==> config.mk <==
export PLATFORM = sky130hd
export DESIGN_NAME = user_input_entry
export DESIGN_NICKNAME = d
export VERILOG_FILES = /design/src/rtl/user_input_entry_pkg.sv /design/src/rtl/user_input_entry_btn_debounce.sv /design/src/rtl/user_input_entry.sv
export SDC_FILE = /design/constraint.sdc
export NUM_CORES = 1
export LEC_CHECK = 0
export ABC_AREA = 1
export ABC_CLOCK_PERIOD_IN_PS = 5200
export CAP_MARGIN = 20
export CORE_UTILIZATION = 55
export CTS_BUF_LIST = sky130_fd_sc_hd__clkbuf_16
export CTS_CLUSTER_DIAMETER = 30
export DETAILED_ROUTE_END_ITERATION = 10
export GPL_TIMING_DRIVEN = 0
export PLACE_DENSITY = 0.76
export SYNTH_ARGS = -nofsm -noshare
export SYNTH_HDL_FRONTEND = slang
export SYNTH_SLANG_ARGS = --single-unit
==> constraint.sdc <==
create_clock -name clkin -period 5.2 [get_ports clkin]
set_input_delay 0.78 -clock clkin [delete_from_list [all_inputs] [get_ports clkin]]
set_output_delay 0.78 -clock clkin [all_outputs]
set_load 0.03 [all_outputs]
==> src/rtl/user_input_entry_pkg.sv <==
// Shared types and constants for the hex-nibble user input entry block.
package user_input_entry_pkg;

  typedef enum logic {
    ENTRY = 1'b0,
    FULL  = 1'b1
  } state_t;

  localparam int NIBBLES = 4;

endpackage

==> src/rtl/user_input_entry_btn_debounce.sv <==
// Push-button conditioner: 2-flop synchronizer, stable-count debouncer and
// one-cycle rising-edge pulse, armed only after a confirmed release.
module btn_debounce #(
  parameter int DEBOUNCE_CYCLES = 250000
) (
  input  logic clkin,
  input  logic reset,
  input  logic btn,
  output logic pulse
);

  localparam int CW = $clog2(DEBOUNCE_CYCLES + 1);
  localparam logic [CW-1:0] LAST = CW'(DEBOUNCE_CYCLES - 1);

  logic          sync1, sync2;
  logic          level, level_d;
  logic          armed;
  logic [CW-1:0] cnt;

  // NOTE: sequential state uses non-blocking assignments so every flop samples
  // the pre-edge values of the others, independent of statement order.
  always_ff @(posedge clkin or posedge reset) begin
    if (reset) begin
      sync1   <= 1'b0;
      sync2   <= 1'b0;
      level   <= 1'b0;
      level_d <= 1'b0;
      armed   <= 1'b0;
      cnt     <= '0;
    end else begin
      sync1   <= btn;
      sync2   <= sync1;
      level_d <= level;
      if (sync2 != level) begin
        if (cnt == LAST) begin
          level <= sync2;
          cnt   <= '0;
          if (!sync2) armed <= 1'b1;
        end else begin
          cnt <= cnt + CW'(1);
        end
      end else if (!armed && !level) begin
        // After reset a button must be seen released for the full window
        // before its next press is allowed to produce a pulse.
        if (cnt == LAST) begin
          armed <= 1'b1;
          cnt   <= '0;
        end else begin
          cnt <= cnt + CW'(1);
        end
      end else begin
        cnt <= '0;
      end
    end
  end

  assign pulse = level & ~level_d & armed;

endmodule

==> src/rtl/user_input_entry.sv <==
// Assembles the 16-bit display/input word one hex nibble per button press and
// offers the complete word over a valid/ack handshake.
module user_input_entry
  import user_input_entry_pkg::*;
#(
  parameter int DEBOUNCE_CYCLES = 250000
) (
  input  logic        clkin,
  input  logic        reset,
  input  logic [3:0]  sw,
  input  logic        btn_enter,
  input  logic        btn_clear,
  input  logic        entry_ack,
  output logic [15:0] inpreg,
  output logic [2:0]  nibble_count,
  output logic        entry_valid
);

  logic        enter_p, clear_p;
  logic [3:0]  sw_sync1, sw_sync2;
  state_t      state, state_n;
  logic [15:0] inpreg_n;
  logic [2:0]  count_n;

  btn_debounce #(.DEBOUNCE_CYCLES(DEBOUNCE_CYCLES)) u_enter (
    .clkin (clkin),
    .reset (reset),
    .btn   (btn_enter),
    .pulse (enter_p)
  );

  btn_debounce #(.DEBOUNCE_CYCLES(DEBOUNCE_CYCLES)) u_clear (
    .clkin (clkin),
    .reset (reset),
    .btn   (btn_clear),
    .pulse (clear_p)
  );

  always_ff @(posedge clkin or posedge reset) begin
    if (reset) begin
      sw_sync1     <= '0;
      sw_sync2     <= '0;
      state        <= ENTRY;
      inpreg       <= '0;
      nibble_count <= '0;
    end else begin
      sw_sync1     <= sw;
      sw_sync2     <= sw_sync1;
      state        <= state_n;
      inpreg       <= inpreg_n;
      nibble_count <= count_n;
    end
  end

  // NOTE: every output of this block is assigned a default first, so no path
  // leaves a value unassigned and no latch is inferred.
  always_comb begin
    state_n  = state;
    inpreg_n = inpreg;
    count_n  = nibble_count;
    if (clear_p) begin
      state_n  = ENTRY;
      inpreg_n = '0;
      count_n  = '0;
    end else begin
      case (state)
        ENTRY: begin
          if (enter_p) begin
            inpreg_n = {inpreg[11:0], sw_sync2};
            count_n  = nibble_count + 3'd1;
            if (nibble_count == 3'(NIBBLES - 1)) state_n = FULL;
          end
        end
        FULL: begin
          // Word stays on display after acceptance; only the count restarts.
          if (entry_ack) begin
            state_n = ENTRY;
            count_n = '0;
          end
        end
        default: state_n = ENTRY;
      endcase
    end
  end

  assign entry_valid = (state == FULL);

endmodule

# ---- Word-level counts from Yosys, hierarchy flattened
# Index checks and enable logic that the tools add are counted.
dict set report classes {
  muxes 28
  n_eq_ne 14
  addsub 3
  bitwise_logic 7
  reduce_logical 15
}
# op count
set op_table {}
lappend op_table {{$mux W18} 6}
lappend op_table {{$mux W16} 3}
lappend op_table {{$add A18 B1 Y18 const B} 2}
lappend op_table {{$eq A18 B18 Y1 const B} 2}
lappend op_table {{$mux W1} 14}
lappend op_table {{$ne A2 B2 Y1 const B} 7}
lappend op_table {{$mux W3} 3}
lappend op_table {{$reduce_and A2 Y1} 4}
lappend op_table {{$reduce_and A4 Y1} 2}
lappend op_table {{$ne A3 B3 Y1 const B} 2}
lappend op_table {{$pmux W3 S2} 1}
lappend op_table {{$reduce_bool A2 Y1} 3}
lappend op_table {{$and A1 B1 Y1} 4}
lappend op_table {{$logic_not A1 Y1} 4}
lappend op_table {{$add A3 B1 Y3 const B} 1}
lappend op_table {{$eq A3 B2 Y1 const B} 1}
lappend op_table {{$not A1 Y1} 3}
lappend op_table {{$logic_and A1 B1 Y1} 2}
lappend op_table {{$ne A1 B1 Y1} 2}
lappend op_table {{$pmux W1 S2} 1}
dict set report word_totals {
  in_bits 9
  register_bits 74
}

# ---- Longest topological paths before layout
dict set report depth {
  word_depth 6
  depth_mapped 9
  ltp_nobuf 9
}

# ---- Cells and area by module
# Synthesis repeated with hierarchy kept, for this count alone.
dict set report hier_totals {
  cells_unflattened 394
  hier_area_um2 3553.4
}
# module n_inst area_each_um2 cells_per_inst
set modules_own_cells {}
lappend modules_own_cells {btn_debounce 2 1204.9 139}
lappend modules_own_cells {user_input_entry 1 1143.6 116}

# ---- Least setup slack after synthesis
# No wires, ideal clock.
dict set report synth_path {
  kind {register to register}
  startpoint {register nibble_count[0]}
  endpoint {register nibble_count[2]}
  slack_ns 3.789
  n_path_buf 0
  period_less_slack_ns 1.411
  stages_incl_launch_ff 5
  required_ns 5.117
  arrival_time_ns 1.328
  cell_sequence {dfrtp_1 -> ha_1 -> ha_1 -> or2_2 -> o21ai_0}
}
dict set report synth_via {
  elab_chain_len 4
}
# element line_no
set synth_rtl {}
lappend synth_rtl {{from (decl)} user_input_entry.sv:15} ;# output logic [2:0] nibble_count,
lappend synth_rtl {{from (signal assigned)} user_input_entry.sv:51} ;# nibble_count <= count_n;
lappend synth_rtl {{$add A3 B1 Y3} user_input_entry.sv:70} ;# count_n = nibble_count + 3'd1;
lappend synth_rtl {{$mux W3} user_input_entry.sv:68} ;# if (enter_p) begin
lappend synth_rtl {{$pmux W3 S2} user_input_entry.sv:66} ;# case (state)
lappend synth_rtl {{$mux W3} user_input_entry.sv:61} ;# if (clear_p) begin
# No other way between the ends. The select of a mux whose other input is x is not followed.
# A chain may end at the register's enable or synchronous reset.

# ---- Worst setup path after layout
dict set report layout_path {
  startpoint {register state (netlist: entry_valid)}
  endpoint {output port entry_valid}
}
# element line_no
set layout_lines {}
lappend layout_lines {{from (decl)} user_input_entry.sv:21} ;# state_t state, state_n;
lappend layout_lines {{from (signal assigned)} user_input_entry.sv:49} ;# state <= state_n;
lappend layout_lines {{to (decl)} user_input_entry.sv:16} ;# output logic entry_valid
# No word-level cell between the ends.

==> out/metrics.cfg <==
[clock_network]
clk_latency_ps=320
cts_hold_buf=0
path_clk_slew_ps=60
ctsResizeCount=0
cts_tree=built
clockRootBuffer=clkbuf_16
cts_sinks=74
htree_num_levels=3
cts_setup_buffers=0
cts_buffers=9
cts_buffer_depth=2

[synthesis]
synth.largest_area_cell=dfrtp_1
yosysSeqAreaShare_pct=53.9
synth_seq_cells=74
syn_area_um2=3430
synth_top_area_share_pct=53.9
ys_types=30
syn_inst=393
syn_nets=406
synth_area_leaders=dfrtp_1 (54%), nand2_1 (9.3%), nor2_1 (6.7%)
ys_warn_count=0
avgSynthCellArea_um2=8.74

[layout]
mostFrequentLayoutCells=nand2_1 (85), dfrtp_1 (74), nor2_1 (61)
diodes=0
drive_gt1_share_pct=11.0
final_core_util_pct=68.8
finalNetCount=445
layout_commonest_cell=nand2_1
area_growth_pct=19.3

[die]
core_um2=5960
dieArea_um2=6560
die_h_um=81.0
die_w_um=81.0
io_pins=29
fp-row-count=28
initial_utilization_pct=57.6

[worst_setup_path]
critical_path.top_delay_family=buffers and inverters
r2r_slack_ps=3620
crit_buf_inv=1
worstPathRequired_ps=4420
ff2ff_path_depth=7
critPathSlowestCell=clkdlybuf4s50_1
worstSetupPathType=register to output pin
cp.arrival_ps=1460
path_max_fanout=4
worstSetupStartpointType=register
end_kind=output pin
timing.rr.end=u_clear.cnt[3]
crit_path_cell_trace=clkdlybuf4s50_1
slowest_delay_ps=700
rr_startpoint=u_clear.cnt[0]

[timing]
finalSetupViolations=0
rsz0062_at_grt=false
max_freq_mhz=446
fin_crit_ps=2240
final_hold_viol_count=0
drv_slew=0
fin_setup_tns_ps=0
slew_headroom_pct=41.9
skew_ps=4.64
whs_ps=347
tightest_slew_ps=871
finalCritPeriodShare_pct=43.1

[global_routing]
grt_pass1_vias=2432
grt_pass1_wl_um=11000
antenna_found_initial=0
grt_usage_pct=22.3
grt-ovfl-total=0
grt_start_max_net_pins=75

[place]
hpwlAfterDp_um=4530
gp_congestion=0.910
port_buffers=28

[routing]
avgRoutedWirePerCell_um=12.7
routed_via_density=5.21
drt_iter0_drc=168
dr.pass1.iters=5
postRouteAntennaNets=0
vias=2660
drc=0
wl_um=6470

[worst_hold_path]
hold_start=sw_sync1[1]
whs_path_depth=0
hold_end=sw_sync2[1]
hold_path_class=register to register

[power_and_ir_drop]
p_per_area_nw_per_um2=294
leakage_nw=1.94
ir_drop_mv=0.186

[run]
drv_cap=0

[status]
status=complete, no violations

[registers in the layout, summed over array words and instances (netlist names), 3 cells and up]
register and cells:
sw_sync2 4, u_clear.cnt 18, u_enter.cnt 18, nibble_count 3, sw_sync1 4, inpreg 16
[stage by stage]
| step | std cells | instance area [µm²] | power [mW] | setup WS (ps) |
|---|---|---|---|---|
| after detailed placement | 496 | 3810 | 0.626 | 3220 |
| after global placement | 496 | 3810 | 0.625 | 1390 |
| after floorplan | 393 | 3430 | 0.611 | 2540 |
| after global routing | 511 | 4100 | 1.25 | 2920 |
| after CTS | 511 | 4100 | 1.22 | 2950 |
| final | 511 | 4100 | 1.20 | 2960 |
[cell usage after synthesis, drive strengths merged]
master,n
a21oi,6
buf,5
dfrtp,74
ha,4
inv,47
mux2i,1
nand2,87
nand3,39
nand3b,1
nand4,3
nor2,78
nor3,7
o21ai,18
o31ai,3
or2,1
xnor2,5
xor2,14
[routing by layer]
| metal | global-route usage, % | share of wire [%] | wire, µm |
|---|---|---|---|
| met5 | 0 | 0 | 0 |
| met4 | 8.04 | 1.4 | 93 |
| met1 | 29.5 | 47 | 3020 |
| met3 | 5.62 | 4.0 | 261 |
| met2 | 35.4 | 48 | 3090 |
[kinds of logic after synthesis]
family                     count (synthesis)  share of synthesized area [%]
and+or+nand+nor                          216                           28.8
DFF                                       74                           53.9
buffers and inverters                     52                           6.38
AOI/OAI and AO/OA                         27                           4.26
xor gates and xnor gates                  19                           4.85
adders and majority gates                  4                           1.46
muxes                                      1                          0.292
[how the worst max path moves through the flow]
stage | end | depth (start not counted) | slack (ps) | from
after floorplan | entry_valid | 1 | 2540 | reset
final | entry_valid | 1 | 2960 | entry_valid
after CTS | entry_valid | 1 | 2950 | entry_valid
after global placement | u_enter.level_d | 2 | 1390 | reset
after detailed placement | u_enter.level | 2 | 3220 | reset
after global routing | entry_valid | 1 | 2920 | entry_valid
[report_power, final]
group,switching [mW],internal (mW),leakage [nW]
Sequential,0.00318,0.583,0.974
Clock,0.223,0.366,0.142
Combinational,0.0183,0.0107,0.828
[cell type report]
type	instances	area, µm²
plain buffers	5	42.5
clock buffers	9	225
clock inverters	6	60.1
fillers	457	1860
inverters	47	179
multi-input cells	267	1360
flip-flops and latches	74	1850
well taps	75	93.8
repair buffers	28	280
(Power assumes the default switching activity.)
